File: src/rtl/alu_ctrl_seq.sv
// ALU control decoder with a multi-cycle multiply/divide sequencer.
// Define ALU_CTRL_SEQ_DIV_EN to enable the divide path.
//
// Ports:
//   clk_i, rst_i            clock, synchronous active-high reset
//   valid_i, ALUOp_i,       decode request (main-decoder op class,
//   funct_i                 R-type funct field)
//   flush_i                 abort an in-flight multiply/divide
//   ready_o                 request accepted when high with valid_i
//   ALUCtrl_o               registered ALU control code
//   ctrl_valid_o            pulse: ALUCtrl_o updated
//   illegal_o               pulse: undecodable request
//   mdu_op_o                01 mul, 10 div, 00 none (held while busy)
//   mdu_start_o             pulse: first busy cycle
//   hilo_we_o               pulse: last busy cycle of a completed op
//   stall_o                 high while the sequencer is busy
module alu_ctrl_seq #(
  parameter int MUL_CYCLES = 4,
  parameter int DIV_CYCLES = 8
) (
  input  logic       clk_i,
  input  logic       rst_i,
  input  logic       valid_i,
  input  logic [2:0] ALUOp_i,
  input  logic [5:0] funct_i,
  input  logic       flush_i,
  output logic       ready_o,
  output logic [3:0] ALUCtrl_o,
  output logic       ctrl_valid_o,
  output logic       illegal_o,
  output logic [1:0] mdu_op_o,
  output logic       mdu_start_o,
  output logic       hilo_we_o,
  output logic       stall_o
);

  typedef enum logic [1:0] {
    S_IDLE = 2'b00,
    S_MUL  = 2'b01,
    S_DIV  = 2'b10
  } state_e;

  localparam int CW = $clog2(64);

  // Counter preloads: busy spans exactly N cycles, ending at zero.
  localparam logic [CW-1:0] MUL_LOAD = CW'(MUL_CYCLES - 1);
  localparam logic [CW-1:0] DIV_LOAD = CW'(DIV_CYCLES - 1);

  localparam logic [3:0] C_AND = 4'd0;
  localparam logic [3:0] C_OR  = 4'd1;
  localparam logic [3:0] C_ADD = 4'd2;
  localparam logic [3:0] C_SUB = 4'd6;
  localparam logic [3:0] C_SLT = 4'd7;
  localparam logic [3:0] C_MFH = 4'd10;
  localparam logic [3:0] C_MFL = 4'd11;
  localparam logic [3:0] C_NOR = 4'd12;
  localparam logic [3:0] C_ILL = 4'hF;

  state_e        state_q;
  state_e        state_d;
  logic [CW-1:0] cnt_q;
  logic [CW-1:0] cnt_d;

  logic [3:0] alu_q;
  logic [3:0] alu_d;
  logic       cv_q;
  logic       cv_d;
  logic       ill_q;
  logic       ill_d;
  logic       start_q;
  logic       start_d;

  logic [3:0] dec_code;
  logic       dec_ill;
  logic       dec_mul;
  logic       dec_div;
  logic       accept;
  logic       busy;
  logic       cnt_zero;

  // Request decode
  always_comb begin
    dec_code = C_ILL;
    dec_ill  = 1'b1;
    dec_mul  = 1'b0;
    dec_div  = 1'b0;
    unique case (1'b1)
      (ALUOp_i == 3'd0): begin
        dec_code = C_ADD;
        dec_ill  = 1'b0;
      end
      (ALUOp_i == 3'd1): begin
        dec_code = C_SUB;
        dec_ill  = 1'b0;
      end
      (ALUOp_i == 3'd3): begin
        dec_code = C_SLT;
        dec_ill  = 1'b0;
      end
      (ALUOp_i == 3'd4): begin
        dec_code = C_AND;
        dec_ill  = 1'b0;
      end
      (ALUOp_i == 3'd5): begin
        dec_code = C_OR;
        dec_ill  = 1'b0;
      end
      (ALUOp_i == 3'd2): begin
        dec_ill = 1'b0;
        case (funct_i)
          6'h20: dec_code = C_ADD;
          6'h22: dec_code = C_SUB;
          6'h24: dec_code = C_AND;
          6'h25: dec_code = C_OR;
          6'h27: dec_code = C_NOR;
          6'h2A: dec_code = C_SLT;
          6'h10: dec_code = C_MFH;
          6'h12: dec_code = C_MFL;
          // MDU ops drive add so the datapath idles.
          6'h18: begin
            dec_code = C_ADD;
            dec_mul  = 1'b1;
          end
`ifdef ALU_CTRL_SEQ_DIV_EN
          6'h1A: begin
            dec_code = C_ADD;
            dec_div  = 1'b1;
          end
`endif
          default: begin
            dec_code = C_ILL;
            dec_ill  = 1'b1;
          end
        endcase
      end
      default: begin
        dec_code = C_ILL;
        dec_ill  = 1'b1;
      end
    endcase
  end

  assign busy     = (state_q != S_IDLE);
  assign cnt_zero = (cnt_q == '0);
  assign ready_o  = !busy && !rst_i;
  assign accept   = valid_i && ready_o;

  // State register
  always_ff @(posedge clk_i) begin
    if (rst_i) begin
      state_q <= S_IDLE;
      cnt_q   <= '0;
    end else begin
      state_q <= state_d;
      cnt_q   <= cnt_d;
    end
  end

  // Next-state logic
  always_comb begin
    state_d = state_q;
    cnt_d   = cnt_q;
    unique case (state_q)
      S_IDLE: begin
        if (accept && dec_mul) begin
          state_d = S_MUL;
          cnt_d   = MUL_LOAD;
        end else if (accept && dec_div) begin
          state_d = S_DIV;
          cnt_d   = DIV_LOAD;
        end
      end
      S_MUL, S_DIV: begin
        if (flush_i || cnt_zero) begin
          state_d = S_IDLE;
          cnt_d   = '0;
        end else begin
          cnt_d = cnt_q - 1'b1;
        end
      end
      default: begin
        state_d = S_IDLE;
        cnt_d   = '0;
      end
    endcase
  end

  // Output logic
  always_comb begin
    cv_d      = accept;
    ill_d     = accept && dec_ill;
    start_d   = accept && (dec_mul || dec_div);
    alu_d     = accept ? dec_code : alu_q;
    mdu_op_o  = 2'b00;
    unique case (state_q)
      S_MUL:   mdu_op_o = 2'b01;
      S_DIV:   mdu_op_o = 2'b10;
      default: mdu_op_o = 2'b00;
    endcase
    // Flush or reset in the final cycle cancels the write.
    hilo_we_o = busy && cnt_zero && !flush_i && !rst_i;
    stall_o   = busy;
  end

  always_ff @(posedge clk_i) begin
    if (rst_i) begin
      alu_q   <= 4'd0;
      cv_q    <= 1'b0;
      ill_q   <= 1'b0;
      start_q <= 1'b0;
    end else begin
      alu_q   <= alu_d;
      cv_q    <= cv_d;
      ill_q   <= ill_d;
      start_q <= start_d;
    end
  end

  assign ALUCtrl_o    = alu_q;
  assign ctrl_valid_o = cv_q;
  assign illegal_o    = ill_q;
  assign mdu_start_o  = start_q;

endmodule

File: config.mk
export PLATFORM = sky130hd
export DESIGN_NAME = alu_ctrl_seq
export DESIGN_NICKNAME = d
export VERILOG_FILES = /design/src/rtl/alu_ctrl_seq.sv
export SDC_FILE = /design/constraint.sdc
export NUM_CORES = 1
export LEC_CHECK = 0
export BUFFER_PORTS_ARGS = -buffer_cell sky130_fd_sc_hd__buf_2
export CORE_MARGIN = 3
export CORE_UTILIZATION = 57
export CTS_BUF_LIST = sky130_fd_sc_hd__clkbuf_8
export DETAILED_ROUTE_END_ITERATION = 12
export PLACE_DENSITY = 0.93
export SLEW_MARGIN = 20
export SYNTH_ARGS = -nofsm -noshare
export SYNTH_HDL_FRONTEND = slang
export SYNTH_SLANG_ARGS = --single-unit
File: constraint.sdc
create_clock -name clk_i -period 2.95 [get_ports clk_i]
set_input_delay 0.1475 -clock clk_i [delete_from_list [all_inputs] [get_ports clk_i]]
set_output_delay 0.1475 -clock clk_i [all_outputs]
set_load 0.01 [all_outputs]
==> results of run 1 <==
## cell usage in the layout, fill, tap and decap left out, types with 2 or more instances in the layout
cell type  netlist  routed
a21o_1           3       3
a21oi_1          3       3
a31oi_1          3       3
a32oi_1          2       2
buf_2            1      23
clkbuf_8         0       4
dfxtp_1         14      14
ha_1             2       2
inv_1           11      11
mux2i_1          2       2
nand2_1          7       7
nand3_1          3       3
nand3b_1         2       2
nor2_1           7       7
nor2b_1          2       2
nor3b_1          5       5
o211ai_1         4       4
o21ai_0          7       7
o31ai_1          2       2
## registers in the layout (all words and copies together), names as in the netlist
| register | count |
|---|---|
| illegal_o | 1 |
| mdu_start_o | 1 |
| ctrl_valid_o | 1 |
| state_q | 1 |
| ALUCtrl_o | 4 |
| cnt_q | 6 |
## metal layers
metal | global-route usage (%) | wire (um) | up-vias
met5 | 0 | 0 | -
met4 | 8.77 | 33 | 0
met3 | 5.18 | 145 | 4
met2 | 35.0 | 966 | 35
met1 | 29.4 | 968 | 390
li1 | - | - | 421
## cell families (layout without fill, tap and decap cells)
group,after synthesis,in the layout
flops,14,14
buf+inv,16,39
fa+ha+maj,2,2
mux,2,2
other cells,1,1
xor+xnor,1,1
compound gates,33,33
simple gates,35,35
## power breakdown
part | total [uW] | internal (uW) | switching (uW)
clock network | 191 | 118 | 72.4
registers | 198 | 196 | 2.70
logic | 60.0 | 24.5 | 35.6
## synthesized netlist by cell type (all sizes together), types with 2 or more instances
| library cell | instances |
|---|---|
| dfxtp | 14 |
| inv | 12 |
| nand2 | 7 |
| nor2 | 7 |
| o21ai | 7 |
| nor3b | 5 |
| a31oi | 4 |
| buf | 4 |
| o211ai | 4 |
| a21o | 3 |
| a21oi | 3 |
| nand3 | 3 |
| a21boi | 2 |
| a32oi | 2 |
| ha | 2 |
| mux2i | 2 |
| nand3b | 2 |
| nor2b | 2 |
| o31ai | 2 |
| or3b | 2 |
## how the worst max path moves through the flow
stage,to,slack (ps)
detailed placement,ALUCtrl_o[3],1360
global placement,ALUCtrl_o[3],1480
global route,ALUCtrl_o[3],1160
CTS,ALUCtrl_o[3],1340
finish,ALUCtrl_o[3],1320
floorplan,ALUCtrl_o[3],1500
## metrics by stage
stage | cells | instance area, um^2
after floorplan | 104 | 878
after global placement | 138 | 985
after detailed placement | 138 | 985
after CTS | 142 | 1040
after global routing | 142 | 1040
final | 142 | 1040
## layout make-up
type	count	area (um^2)	share of cell area, %
flip-flops and latches	14	280	27.0
well taps	15	18.8	1.81
inverters	12	47.5	4.57
repair buffers	23	115	11.1
multi-input cells	74	523	50.3
clock buffers	4	55.1	5.29
==> flow_metrics.tcl, run 1 <==
set metrics [dict create \
    cts.sinks 14 \
    irDropWorstVdd_mv 0.414 \
    cts_buffer_depth 2 \
    whs_path_depth 2 \
    clk_pin_slew_ps 60 \
    async_reset_ff_share_pct 0 \
    drive_gt1_share_pct 27.6 \
    cp_slowest_cell "or3b_1" \
    layout_min_cycle_time_ps 1630 \
    synth_compound_area_share_pct 27.6 \
    rr_worst_depth 4 \
    ctsHoldBuffers 0 \
    worst_pin_slew_ps 609 \
    finClkSkew_ps 0.987 \
    total_power_uw 449 \
    numCtsBuffers 3 \
    r2r_slack_ps 1320 \
    r2r-end "ALUCtrl_o[3]" \
    syn2layout_area_growth_pct 18.4 \
    hpwl_um 1550 \
    grt_remaining_overflow 0 \
    rsz0062_at_grt "no" \
    core.rowCount 13 \
    clock-root-buffer "clkbuf_8" \
    syn_inst 104 \
    place_ws_ps 1360 \
    cap_violations 0 \
    synth_area_per_cell_um2 8.45 \
    synth-edff-count 0 \
    gp_congestion 0.855 \
    yosys-top-cells-area "dfxtp_1 32%, inv_1 4.7%, nor3b_1 4.3%" \
    synth_flop_cell "dfxtp_1" \
    drv_slew 0 \
    drt-vias-per-instance 5.99 \
    drc 0 \
    io_buffers 23 \
    synth_nets 119 \
    critPathMaxFanout 10 \
    cp_top_family "simple AND/OR/NAND/NOR gates" \
    cts_setup_buffers 0 \
    diodes 0 \
    status "completed" \
    crit_arrival_ps 1800 \
    path_class "flop to flop" \
    holdCritStartpoint "rst_i" \
    first_pass_iters 4 \
    cp.required_ps 3120 \
    hold_viol 0 \
    yosysWarnings 0 \
    coreArea_um2 1370 \
    fin_hold_ws_ps 187 \
    crit_chain "or3b_1, nor3b_1, o211ai_1, o211ai_1" \
    post-route-util_pct 76.1 \
    drtAntennaViolNets 0 \
    grt_pass1_vias 767 \
    wirelength_um 2110 \
    synth_top_family_by_area "compound AO/OA/AOI/OAI gates" \
    cts.htree.levels 1 \
    r2r-start "state_q[0]" \
    syn_area_um2 878 \
    track_usage_pct 22.4 \
    die_h_um 45.3 \
    setup_ws_ps 1320 \
    fp.dieArea_um2 2050 \
    synth_top_cell_area_share_pct 31.9 \
    vias 850 \
    fill_cells 98 \
    finalNetCount 143 \
    cp_num_buf_inv 0 \
    synth-seq-cells 14 \
    start_kind "flop" \
    startpoint "state_q[0]" \
    start_util_pct 64.3 \
    setup_tns_ps 0 \
    synth-adder-area-share_pct 2.85 \
    cts_tree "built" \
    die_w_um 45.3 \
    synth_top_area_cell "dfxtp_1" \
    ioPinCount 25 \
    post_cts_resized 0 \
    synth_mux_area_share_pct 2.28 \
    holdPathEnd "cnt_q[0]" \
    grt_pass1_wl_um 3350 \
    synthXorXnorAreaFrac_pct 0.997 \
    drt_iter0_drc 37 \
    synthDistinctLibCells 40 \
    hold_class "primary input to flop" \
    crit_path_frequent_cell "o211ai_1" \
    clock_latency_ps 250 \
    setup.worst_path.end_class "flop" \
    p_leak_uw 0.000491 \
    grt_max_degree 12 \
    critical_path_cell_count 4 \
    pwr_density_cell_nw_per_um2 432 \
    fmaxAchievable_ghz 0.612 \
    slowest_delay_ps 550 \
    wl_per_cell_um 14.9 \
    relSlewSlack_pct 59.3 \
    fin_crit_sh_pct 55.4 \
    setup_violations 0 \
    grt_antenna_before_repair 0 \
    synth-simple-area-share_pct 25.4 \
    yosysSeqAreaShare_pct 31.9 \
]
(Power assumes the default switching activity.)
==> inputs of run 2 (changes only) <==
--- a/config.mk
+++ b/config.mk
@@ -7,10 +7,10 @@
 export LEC_CHECK = 0
 export BUFFER_PORTS_ARGS = -buffer_cell sky130_fd_sc_hd__buf_2
 export CORE_MARGIN = 3
-export CORE_UTILIZATION = 57
+export CORE_UTILIZATION = 53
 export CTS_BUF_LIST = sky130_fd_sc_hd__clkbuf_8
 export DETAILED_ROUTE_END_ITERATION = 12
-export PLACE_DENSITY = 0.93
+export PLACE_DENSITY = 0.88
 export SLEW_MARGIN = 20
 export SYNTH_ARGS = -nofsm -noshare
 export SYNTH_HDL_FRONTEND = slang
==> constraint.sdc (replaced) <==
create_clock -name clk_i -period 1.6 [get_ports clk_i]
set_input_delay 0.08 -clock clk_i [delete_from_list [all_inputs] [get_ports clk_i]]
set_output_delay 0.08 -clock clk_i [all_outputs]
set_load 0.01 [all_outputs]
==> run 2 against run 1 <==
Net effect: sequential cell count unchanged; total power increased by 69%; core utilization fell by 7.4 points; sequential share of layout area fell by 0.36 points; via count up 0.12%; maximum frequency increased by 7.6%; non-clock buffer count grew 4; sequential power grew 85%; highest routed layer unchanged.
==> flow_metrics.tcl, run 2 (synthesis results as in run 1) <==
set metrics [dict create \
    fmaxAchievable_ghz 0.659 \
    io_buffers 23 \
    drv_slew 0 \
    fin_cells 146 \
    relSlewSlack_pct 64.9 \
    grt_pass1_wl_um 3130 \
    startpoint "cnt_q[1]" \
    cts_tree "built" \
    grt_max_degree 12 \
    fin_crit_sh_pct 94.9 \
    top_register "cnt_q" \
    setup_tns_ps 0 \
    cts_setup_buffers 0 \
    hpwl_um 1530 \
    die_w_um 46.7 \
    path_class "flop to flop" \
    drive_gt1_share_pct 30.0 \
    finClkSkew_ps 0.861 \
    cts.htree.levels 1 \
    worst_pin_slew_ps 525 \
    diodes 0 \
    start_kind "flop" \
    die_h_um 46.7 \
    p_leak_uw 0.000504 \
    critPathMaxFanout 4 \
    drc 0 \
    setup.worst_path.end_class "flop" \
    numCtsBuffers 3 \
    dp.cells 143 \
    crit_arrival_ps 1710 \
    status "completed" \
    hold_viol 0 \
    drt_iter0_drc 18 \
    cp.required_ps 1790 \
    largest_register_ffs 6 \
    irDropWorstVdd_mv 0.329 \
    pwr_density_cell_nw_per_um2 716 \
    final_common_cell "buf_2" \
    start_util_pct 57.0 \
    coreArea_um2 1540 \
    final_cell_mix "23 x buf_2, 13 x dfxtp_1, 11 x inv_1" \
    track_usage_pct 20.3 \
    cts.sinks 14 \
    fill_cells 128 \
    wirelength_um 1960 \
    core.rowCount 14 \
    rsz0062_at_grt "no" \
    syn2layout_area_growth_pct 20.5 \
    clock-root-buffer "clkbuf_8" \
    layout_min_cycle_time_ps 1520 \
    clk_pin_slew_ps 50 \
    r2r-start "cnt_q[1]" \
    grt_pass1_vias 728 \
    holdCritStartpoint "rst_i" \
    drtAntennaViolNets 0 \
    cts_buffer_depth 2 \
    gp_congestion 0.865 \
    wl_per_cell_um 13.4 \
    vias 851 \
    ctsHoldBuffers 0 \
    first_pass_iters 4 \
    fp.dieArea_um2 2180 \
    grt_remaining_overflow 0 \
    ioPinCount 25 \
    drt-vias-per-instance 5.83 \
    grt_antenna_before_repair 0 \
    setup_violations 0 \
    clock_latency_ps 240 \
    cap_violations 0 \
    fin_hold_ws_ps 136 \
    post-route-util_pct 68.7 \
    hold_class "primary input to flop" \
    finalNetCount 147 \
]
[run 2: repair_timing]
action | in CTS | in global routing
endpoints found under the setup margin | 0 | 2
hold endpoints to repair | 0 | 0
resized for setup | 0 | 1
[run 2: worst max-delay path, stage by stage, from the launching register on]
cell and delay (ps):
dfxtp_1 330, or4_4 540, or3_1 320, a21boi_1 160
a21o_1 100
[run 2: layout make-up]
cell class | count | area [um^2] | share of cell area, %
clock buffers | 3 | 41.3 | 3.90
inverters | 12 | 47.5 | 4.49
multi-input cells | 74 | 523 | 49.4
flip-flops and latches | 14 | 282 | 26.6
well taps | 16 | 20.0 | 1.89
repair buffers | 27 | 145 | 13.7
[run 2: metrics by stage]
| stage | instance area, um^2 | total power (uW) | setup WS [ps] |
|---|---|---|---|
| detailed placement | 1020 | 484 | 115 |
| finish | 1060 | 758 | 82.2 |
| global route | 1060 | 791 | 20.2 |
| CTS | 1060 | 760 | 61.8 |
| global placement | 1020 | 481 | 138 |
| floorplan | 878 | 435 | 154 |
[run 2: final timing paths]
check | to | slack (ps) | cells after the start
max | cnt_q[5] | 80 | 4
min | cnt_q[0] | 140 | 2
max reg2reg | cnt_q[5] | 80 | 4
min reg2reg | ALUCtrl_o[1] | 490 | 2
[run 2: power by group]
part	switching (uW)	internal (uW)	leakage [uW]	total (uW)
sequential	4.91	361	0.000115	366
combinational	65.4	47.8	0.000367	113
clock	112	166	0.0000216	278
[run 2: routing by layer]
layer	part of all wire [%]	global-route usage, %
met1	47	28.4
met4	2.3	11.6
met3	7.0	4.30
met5	0	0
met2	43	28.3
